## src/rtl/audio_pkg.sv

```systemverilog
// Shared types and constants for the audio frame scheduler.
// States, window encodings and default geometry.
package audio_pkg;

  typedef enum logic [2:0] {
    S_IDLE,
    S_LOAD,
    S_WAITLOAD,
    S_STREAM,
    S_WAITFFT,
    S_HOLDOFF
  } state_t;

  localparam logic WIN_HAMMING = 1'b0;
  localparam logic WIN_HANN    = 1'b1;

  localparam int DEF_BITS  = 16;
  localparam int DEF_LBITS = 10;

endpackage

```

## src/rtl/audio_frame_scheduler_if.sv

```systemverilog
// RAM read port and FFT sample stream bundle.
// master = scheduler side, slave = RAM/FFT side.
interface audio_frame_scheduler_if #(
  parameter int BITS  = 16,
  parameter int LBITS = 10
);
  logic [LBITS-1:0] oReadAddr;
  logic [BITS-1:0]  iRamData;
  logic [BITS-1:0]  oSample;
  logic             oValid;
  logic             oSop;
  logic             oEop;
  logic             iFftReady;
  logic             iFftDone;

  modport master (
    output oReadAddr, oSample, oValid, oSop, oEop,
    input  iRamData, iFftReady, iFftDone
  );

  modport slave (
    input  oReadAddr, oSample, oValid, oSop, oEop,
    output iRamData, iFftReady, iFftDone
  );
endinterface

```

## src/rtl/ram_read_stream.sv

```systemverilog
// Streams N RAM words in address order to a valid/ready sink.
// One-cycle RAM latency is absorbed by a single skid entry.
module ram_read_stream #(
  parameter int BITS  = 16,
  parameter int LBITS = 10
) (
  input  logic             clk,
  input  logic             rst,
  input  logic             run,
  input  logic             ready,
  input  logic [BITS-1:0]  data,
  output logic [LBITS-1:0] addr,
  output logic [BITS-1:0]  sample,
  output logic             valid,
  output logic             sop,
  output logic             eop,
  output logic             last
);
  localparam logic [LBITS:0] NCNT  = {1'b1, {LBITS{1'b0}}};
  localparam logic [LBITS:0] NLAST = {1'b0, {LBITS{1'b1}}};

  logic [LBITS:0]   iss;
  logic [LBITS:0]   xcnt;
  logic [LBITS-1:0] addr_q;
  logic [BITS-1:0]  sk_d;
  logic             rd_v;
  logic             sk_v;
  logic             adv;
  logic             xfer;
  logic             sk_n;
  logic             issue;

  // A read may issue only if its data is sure to find room next cycle.
  always_comb begin
    adv   = !valid || ready;
    xfer  = valid && ready;
    sk_n  = rd_v ? (!adv || sk_v) : (sk_v && !adv);
    issue = run && (iss < NCNT) && !sk_n;
  end

  assign addr = issue ? iss[LBITS-1:0] : addr_q;
  assign sop  = valid && (xcnt == '0);
  assign eop  = valid && (xcnt == NLAST);
  assign last = xfer && (xcnt == NLAST);

  // Issue counter, in-flight flag, output register and skid entry.
  always_ff @(posedge clk or posedge rst) begin
    if (rst) begin
      iss    <= '0;
      xcnt   <= '0;
      addr_q <= '0;
      sk_d   <= '0;
      sample <= '0;
      rd_v   <= 1'b0;
      sk_v   <= 1'b0;
      valid  <= 1'b0;
    end else if (!run) begin
      iss   <= '0;
      xcnt  <= '0;
      rd_v  <= 1'b0;
      sk_v  <= 1'b0;
      valid <= 1'b0;
    end else begin
      rd_v <= issue;
      if (issue) begin
        iss    <= iss + 1'b1;
        addr_q <= iss[LBITS-1:0];
      end
      if (xfer) xcnt <= xcnt + 1'b1;
      if (adv) begin
        if (sk_v) begin
          sample <= sk_d;
          valid  <= 1'b1;
        end else if (rd_v) begin
          sample <= data;
          valid  <= 1'b1;
        end else begin
          valid <= 1'b0;
        end
      end
      if (rd_v && (!adv || sk_v)) sk_d <= data;
      sk_v <= sk_n;
    end
  end
endmodule

```

## src/rtl/audio_frame_scheduler.sv

```systemverilog
// Frame sequencer: load request, RAM-to-FFT stream, FFT wait
// and hold-off pacing, with a load-complete timeout.
module audio_frame_scheduler
  import audio_pkg::*;
#(
  parameter int BITS         = DEF_BITS,
  parameter int LBITS        = DEF_LBITS,
  parameter int HOLDOFF_CYC  = 50000,
  parameter int LOAD_TIMEOUT = 2000000
) (
  input  logic       iClock,
  input  logic       iReset,
  input  logic       iEnable,
  input  logic       iWindowSel,
  input  logic       iLoadComplete,
  output logic       oStartLoad,
  output logic       oWindow,
  output logic       oBusy,
  output logic [7:0] oFrameCount,
  output logic       oLoadTimeout,
  audio_frame_scheduler_if.master bus
);
  localparam int TW = $clog2(LOAD_TIMEOUT + 1);
  localparam int HW = $clog2(HOLDOFF_CYC + 1);
  localparam logic [TW-1:0] TLAST = TW'(LOAD_TIMEOUT - 1);
  localparam logic [HW-1:0] HLAST = HW'(HOLDOFF_CYC - 1);

  state_t        state;
  logic [TW-1:0] tcnt;
  logic [HW-1:0] hcnt;
  logic          last;

  assign oBusy = (state != S_IDLE);

  ram_read_stream #(.BITS(BITS), .LBITS(LBITS)) u_stream (
    .clk    (iClock),
    .rst    (iReset),
    .run    (state == S_STREAM),
    .ready  (bus.iFftReady),
    .data   (bus.iRamData),
    .addr   (bus.oReadAddr),
    .sample (bus.oSample),
    .valid  (bus.oValid),
    .sop    (bus.oSop),
    .eop    (bus.oEop),
    .last   (last)
  );

  // Frame FSM; the load pulse is raised on the edge entering LOAD.
  always_ff @(posedge iClock or posedge iReset) begin
    if (iReset) begin
      state        <= S_IDLE;
      oStartLoad   <= 1'b0;
      oWindow      <= WIN_HAMMING;
      oLoadTimeout <= 1'b0;
      oFrameCount  <= '0;
      tcnt         <= '0;
      hcnt         <= '0;
    end else begin
      oStartLoad <= 1'b0;
      unique case (state)
        S_IDLE: begin
          if (iEnable) begin
            state        <= S_LOAD;
            oStartLoad   <= 1'b1;
            oLoadTimeout <= 1'b0;
          end
        end
        S_LOAD: begin
          oWindow <= iWindowSel;
          tcnt    <= '0;
          state   <= S_WAITLOAD;
        end
        S_WAITLOAD: begin
          // tcnt==0 marks the first cycle, where a stale level may linger
          if (tcnt != '0 && iLoadComplete) begin
            state <= S_STREAM;
          end else if (tcnt == TLAST) begin
            oLoadTimeout <= 1'b1;
            state        <= S_IDLE;
          end else begin
            tcnt <= tcnt + 1'b1;
          end
        end
        S_STREAM: begin
          if (last) state <= S_WAITFFT;
        end
        S_WAITFFT: begin
          if (bus.iFftDone) begin
            oFrameCount <= oFrameCount + 1'b1;
            hcnt        <= '0;
            state       <= S_HOLDOFF;
          end
        end
        S_HOLDOFF: begin
          if (hcnt == HLAST) begin
            if (iEnable) begin
              state        <= S_LOAD;
              oStartLoad   <= 1'b1;
              oLoadTimeout <= 1'b0;
            end else begin
              state <= S_IDLE;
            end
          end else begin
            hcnt <= hcnt + 1'b1;
          end
        end
        default: state <= S_IDLE;
      endcase
    end
  end
endmodule
```

## src/flat_wrapper.sv

```systemverilog
// flat-port wrapper written by rule: the top's interface ports become plain ports
module audio_frame_scheduler_flat import audio_pkg::*;
#(
  parameter int BITS         = DEF_BITS,
  parameter int LBITS        = DEF_LBITS,
  parameter int HOLDOFF_CYC  = 50000,
  parameter int LOAD_TIMEOUT = 2000000
)
  (iClock, iReset, iEnable, iWindowSel, iLoadComplete, oStartLoad, oWindow, oBusy, oFrameCount, oLoadTimeout, bus_oReadAddr, bus_oSample, bus_oValid, bus_oSop, bus_oEop, bus_iRamData, bus_iFftReady, bus_iFftDone);
  audio_frame_scheduler_if #(.BITS(BITS), .LBITS(LBITS)) bus_i ();
  input  logic iClock;
  input  logic iReset;
  input  logic iEnable;
  input  logic iWindowSel;
  input  logic iLoadComplete;
  output logic oStartLoad;
  output logic oWindow;
  output logic oBusy;
  output logic [7:0] oFrameCount;
  output logic oLoadTimeout;
  output wire logic [$bits(bus_i.oReadAddr)-1:0] bus_oReadAddr;
  output wire logic [$bits(bus_i.oSample)-1:0] bus_oSample;
  output wire logic [$bits(bus_i.oValid)-1:0] bus_oValid;
  output wire logic [$bits(bus_i.oSop)-1:0] bus_oSop;
  output wire logic [$bits(bus_i.oEop)-1:0] bus_oEop;
  input wire logic [$bits(bus_i.iRamData)-1:0] bus_iRamData;
  input wire logic [$bits(bus_i.iFftReady)-1:0] bus_iFftReady;
  input wire logic [$bits(bus_i.iFftDone)-1:0] bus_iFftDone;
  assign bus_oReadAddr = bus_i.oReadAddr;
  assign bus_oSample = bus_i.oSample;
  assign bus_oValid = bus_i.oValid;
  assign bus_oSop = bus_i.oSop;
  assign bus_oEop = bus_i.oEop;
  assign bus_i.iRamData = bus_iRamData;
  assign bus_i.iFftReady = bus_iFftReady;
  assign bus_i.iFftDone = bus_iFftDone;
  audio_frame_scheduler #(.BITS(BITS), .LBITS(LBITS), .HOLDOFF_CYC(HOLDOFF_CYC), .LOAD_TIMEOUT(LOAD_TIMEOUT)) u_core (.iClock(iClock), .iReset(iReset), .iEnable(iEnable), .iWindowSel(iWindowSel), .iLoadComplete(iLoadComplete), .oStartLoad(oStartLoad), .oWindow(oWindow), .oBusy(oBusy), .oFrameCount(oFrameCount), .oLoadTimeout(oLoadTimeout), .bus(bus_i));
endmodule
```

## config.mk

```make
export PLATFORM = sky130hd
export DESIGN_NAME = audio_frame_scheduler_flat
export DESIGN_NICKNAME = d
export VERILOG_FILES = /design/src/rtl/audio_pkg.sv /design/src/rtl/audio_frame_scheduler_if.sv /design/src/rtl/ram_read_stream.sv /design/src/rtl/audio_frame_scheduler.sv /design/src/flat_wrapper.sv
export SDC_FILE = /design/constraint.sdc
export NUM_CORES = 1
export LEC_CHECK = 0
export BUFFER_PORTS_ARGS = -buffer_cell sky130_fd_sc_hd__buf_2
export CAP_MARGIN = 25
export CORE_MARGIN = 4
export CORE_UTILIZATION = 50
export CTS_BUF_LIST = sky130_fd_sc_hd__clkbuf_8
export DETAILED_ROUTE_END_ITERATION = 6
export GPL_TIMING_DRIVEN = 0
export PLACE_DENSITY = 0.77
export SLEW_MARGIN = 30
export SYNTH_ARGS = -nofsm -noshare
export SYNTH_HDL_FRONTEND = slang
export SYNTH_SLANG_ARGS = --single-unit
```

## constraint.sdc

```tcl
create_clock -name iClock -period 3.7 [get_ports iClock]
set_clock_uncertainty 0.1 [all_clocks]
set_input_delay 0.555 -clock iClock [delete_from_list [all_inputs] [get_ports iClock]]
set_output_delay 0.555 -clock iClock [all_outputs]
set_load 0.005 [all_outputs]
```

Word level (Yosys, flattened, before mapping)

Cells that the tools add are included.

Bits of input ports: 23
Flip-flop bits (word level): 118
Word-level logic and storage cells: 106

Order comparisons: 1
Mux-type cells: 36
Reduce and logical (&&, ||, !) cells: 29
Add/subtract/negate cells: 5
Equality and inequality tests: 20

Operators with widths:

| kind                  | count |
|---|---|
| $mux 16               | 4 |
| $mux 11               | 4 |
| $mux 21               | 2 |
| $pmux 21 s2           | 1 |
| $pmux 16 s2           | 1 |
| $add 11x1->11 const B | 2 |
| $add 21x1->21 const B | 1 |
| $eq 21x21->1 const B  | 1 |
| $reduce_bool 21->1    | 1 |
| $mux 3                | 6 |
| $pmux 3 s6            | 1 |
| $add 16x1->16 const B | 1 |
| $eq 16x16->1 const B  | 1 |
| $mux 1                | 14 |
| $ne 2x1->1 const B    | 6 |
| $eq 11x10->1 const B  | 1 |
| $logic_not 11->1      | 1 |
| $lt 11x11->1 const B  | 1 |
| $mux 10               | 1 |
| $ne 2x2->1 const B    | 5 |
| $logic_and 1x1->1     | 9 |
| $reduce_and 3->1      | 3 |
| $add 8x1->8 const B   | 1 |
| $eq 3x2->1 const B    | 2 |
| 13 further kinds      | 21 |

Longest topological paths before layout

Depth after elaboration: 9
Mapped depth: 9
Depth with buffers taken out: 7

Cells and area by module

A second synthesis with hierarchy kept.

Cell total of the unflattened synthesis: 578
Area, all modules: 6019.5 um2

By module, submodules not included:

| module                | cells each | area an instance (um2) | instances |
|---|---|---|---|
| ram_read_stream       | 270        | 3206.8                 | 1 |
| audio_frame_scheduler | 308        | 2812.7                 | 1 |

Least setup slack after synthesis

OpenSTA, ideal clock, no wires.

Path kind: register to output
Start point: register u_core.state[2]
End point: output bus_oReadAddr[6]
Arrival time: 1.910 ns
Slack: 1.135 ns
Data required time: 3.045 ns
Cell stages (with the launch flop): 8
Path through: dfrtp_1 > and3b_1 > clkbuf_1 > nand2b_1 > clkbuf_1 > nor2_1 > buf_2 > mux2_2

Cells in the longest elaborated chain, start to end: 4

Ends and longest elaborated chain:

| item                           | line                        | text |
|---|---|---|
| start, declared                | audio_frame_scheduler.sv:28 | `state_t state;` |
| start signal, assigned         | audio_frame_scheduler.sv:52 | `state <= S_IDLE;` |
| start signal, assigned         | audio_frame_scheduler.sv:64 | `state <= S_LOAD;` |
| start signal, assigned         | audio_frame_scheduler.sv:72 | `state <= S_WAITLOAD;` |
| $eq 3x2->1                     | audio_frame_scheduler.sv:38 | `.run (state == S_STREAM),` |
| $logic_and 1x1->1 (2 in a row) | ram_read_stream.sv:38       | `issue = run && (iss < NCNT) && !sk_n;` |
| $mux 10                        | -                           |  |
| end, declared                  | flat_wrapper.sv:21          | `output wire logic [$bits(bus_i.oReadAddr)-1:0] bus_oReadAddr;` |

Every way passes these cells.

Final worst setup path

Start point: register u_core.state[2]
End point: output bus_oReadAddr[0]

The elaborated chain is that of the path after synthesis.

==> results.sh <==
export IMPL_fraction_of_layout_instances_using_a_drive_strength_above_1=0.2188
export IMPL_initial_core_util=0.5156
export IMPL_antenna_diode_count=0
export IMPL_power_density_nw_per_um2=596.4
export IMPL_die_width_um=117.0
export IMPL_outcome="finished clean"
export IMPL_period_needed_ns=3.407
export IMPL_ir_drop_v=0.0003287
export IMPL_crit_path_max_incr_delay_ns=0.41
export IMPL_maximum_number_of_pins_on_one_net_before_global_route_repair=31
export IMPL_first_global_vias=4748
export IMPL_ys_top_cells_by_area="sky130_fd_sc_hd__dfrtp_1, sky130_fd_sc_hd__mux2_2, sky130_fd_sc_hd__mux2i_1"
export IMPL_critPathCaptureType="output port"
export IMPL_post_cts_buffers=0
export IMPL_post_synthesis_cell_area_um2=5938
export IMPL_fillCellCount=958
export IMPL_place_gp_congestion=0.8320
export IMPL_first_pass_iters=5
export IMPL_synth_warnings=0
export IMPL_yosys_cell_count_top_type="sky130_fd_sc_hd__dfrtp_1"
export IMPL_synth_top_family_by_area="simple AND/OR/NAND/NOR gates"
export IMPL_antenna_violations_before_repair=0
export IMPL_grt_use_total=0.2045
export IMPL_worst_slew_margin_rel=0.4853
export IMPL_drcViolationCount=0
export IMPL_grt_overflow_total=0
export IMPL_synth_area_in_compound_gates=0.09924
export IMPL_synthDistinctLibCells=54
export IMPL_num_rows=39
export IMPL_drt_antenna_violating_nets=0
export IMPL_die_height_um=117.0
export IMPL_synthesis_instances=574
export IMPL_cts_htree_levels=4
export IMPL_route_detailed_vias_per_inst=5.775
export IMPL_path_max_fanout=10
export IMPL_tritoncts_num_sinks=118
export IMPL_maxClockFrequency_mhz=293.5
export IMPL_synth_fp_nets=604
export IMPL_leakagePower_uw=0.003164
export IMPL_seq_area_frac_synth=0.4973
export IMPL_worstSkewPairLatency_ns=0.43
export IMPL_ys_dominant_reg_cell="sky130_fd_sc_hd__dfrtp_1"
export IMPL_synth_seq_cells=118
export IMPL_cp_max_delay_cell="sky130_fd_sc_hd__dfrtp_1"
export IMPL_cts_max_path_bufs=2
export IMPL_fin_setup_tns_ns=0
export IMPL_critical_path_cell_chain="and3b_1 -> clkbuf_1 -> nand2b_1 -> clkbuf_1 -> nor2_2 -> buf_2 -> mux2_2 -> buf_2"
export IMPL_wire_per_inst_um=15.82
export IMPL_min_delay_path_class="in2async"
export IMPL_critical_path_startpoint_type="flop"
export IMPL_detailedRoute_firstIterationViolations=243
export IMPL_number_of_top_level_design_ports=64
export IMPL_place_inst=784
export IMPL_post_synth_top_area_cell="sky130_fd_sc_hd__dfrtp_1"
export IMPL_cts_clk_slew_worst_paths_ns=0.07
export IMPL_stdcell_count=815
export IMPL_tritoncts="built"
export IMPL_crit_type="reg2out"
export IMPL_timing_worst_slew_pin_value_ns=0.7686
export IMPL_routed_wire_length_um=12890
export IMPL_vias=4707
export IMPL_worst_hold_slack_ns=0.1066
export IMPL_synth_xor_xnor_area_share=0.03982
export IMPL_synth_adder_area_share=0.01475
export IMPL_postLayoutCellArea_um2=7012
export IMPL_multi_input_comb_area_um2=2820
export IMPL_setup_viol=0
export IMPL_grt_first_pass_wirelength_um=22330
export IMPL_tcrit_tclk_final=0.9207
export IMPL_worstPathRequired_ns=3.04
export IMPL_max_cap_violations=0
export IMPL_clock_root_buffer="sky130_fd_sc_hd__clkbuf_8"
export IMPL_crit_buf_inv=4
export IMPL_synthToLayoutAreaGrowth_pct=18.08
export IMPL_total_clock_buffers_created_by_cts=17
export IMPL_detailed_place_hpwl_um=9114
export IMPL_place_port_buffers=63
export IMPL_floorplan_die_area_um2=13680
export IMPL_report_final_hold_viol_count=0
export IMPL_synth_top_cells_by_count="sky130_fd_sc_hd__dfrtp_1, sky130_fd_sc_hd__nor2_1, sky130_fd_sc_hd__nand2_1"
export IMPL_syn_mean_instance_area_um2=10.35
export IMPL_cts_hold_buf=0
export IMPL_place_area_um2=6539
export IMPL_design_final_nets=690
export IMPL_core_area_um2=11520
export IMPL_grt_setup_unrepaired="no"
export IMPL_synth_mux_area_fraction=0.1157
export IMPL_seqCellArea_um2=2953
export IMPL_synth_enable_flop_cells=0
export IMPL_asyncSetResetFlopFracSynth=1.000
export IMPL_crit_arrival_ns=2.75
export IMPL_report_final_slew_viol_count=0
export IMPL_synth_top_cell_area_share=0.4973
export IMPL_path_delay_family="buffers and inverters"
export IMPL_synthSimpleGateAreaFrac=0.2050
export IMPL_cts_resized=0
state kept, by name, summed over array words and instances, names as in the netlist, 8 cells and up:
register / flops
u_core.u_stream.addr_q: 10
u_core.u_stream.iss: 11
u_core.u_stream.sample: 16
u_core.hcnt: 16
u_core.oFrameCount: 8
u_core.u_stream.xcnt: 11
u_core.tcnt: 21
u_core.u_stream.sk_d: 16
power by group:
group          switching, uW  internal (uW)  leakage, uW  total [uW]
clock                    502            893     0.000245        1390
combinational            653            451      0.00135        1100
sequential               153           1530      0.00157        1680
path summary, 6_finish.rpt:
| path | startpoint | end | slack [ns] | cells past startpoint |
|---|---|---|---|---|
| worst max-delay path | u_core.state[2] | bus_oReadAddr[0] | 0.29 | 8 |
| worst min-delay path | iReset | u_core.u_stream.sample[4] | 0.11 | 2 |
| worst max register to register | u_core.tcnt[17] | u_core.tcnt[12] | 1.10 | 6 |
| worst min register to register | u_core.oFrameCount[7] | u_core.oFrameCount[7] | 0.37 | 1 |
| max in group asynchronous | iReset | u_core.hcnt[4] | 2.65 | 4 |
| min in group iClock | iWindowSel | u_core.oWindow | 0.23 | 3 |
cells in the final DEF (no fill, tap or decap), drive strengths merged, types with 3 or more instances in the layout:
master and instances:
ha 7, clkbuf 44, a21o 3, mux2i 27, nor4b 5, and2 5, a2111oi 5, a31oi 4
dfrtp 118, buf 73, mux2 37, inv 12, nand4 12, nand3 23, xor2 8, nor2 52
nand3b 4, nand2b 7, nor3 8, and4 6, or4 13, nand2 49, o31ai 13, o21ai 11
bufinv 6, a22o 3, a21oi 40, nor3b 7, xnor2 19, and3 8, nor2b 4, a41o 3
nor4 9, or3 5
area by class of cell:
type / count / area share
Sequential cell: 118 / 0.4211
Multi-Input combinational cell: 415 / 0.4022
Timing Repair Buffer: 67 / 0.05960
Clock buffer: 19 / 0.03729
Clock inverter: 12 / 0.02980
Tap cell: 143 / 0.02552
Buffer: 31 / 0.01856
Inverter: 10 / 0.005889
cell families (layout without fill, tap and decap cells):
logic type / count (synthesis) / count (layout)
AOI/OAI and AO/OA: 92 / 92
muxes: 64 / 64
DFF: 118 / 118
adders and majority gates: 7 / 7
buffers and inverters: 41 / 139
xor gates and xnor gates: 27 / 27
and+or+nand+nor: 225 / 225
metal layers:
metal / wire length (um) / GRT usage / share of wire / vias to the layer above
met1: 5538 / 0.2576 / 0.43 / 2324
met4: 217 / 0.07187 / 0.017 / 0
met3: 613 / 0.04936 / 0.048 / 20
met2: 6524 / 0.3455 / 0.51 / 104
met5: 0 / 0 / 0 / -
li1: - / - / - / 2259
stage by stage:
stage	total power [uW]	setup WS [ns]	utilization
final	4182	0.2934	0.6089
after global routing	4443	0.05277	0.6089
after CTS	4219	0.1254	0.6086
after detailed placement	2811	0.6522	0.5678
after global placement	2743	0.6558	0.5589
after floorplan	2405	1.135	-
No activity file was read; power rests on OpenSTA's default activity.
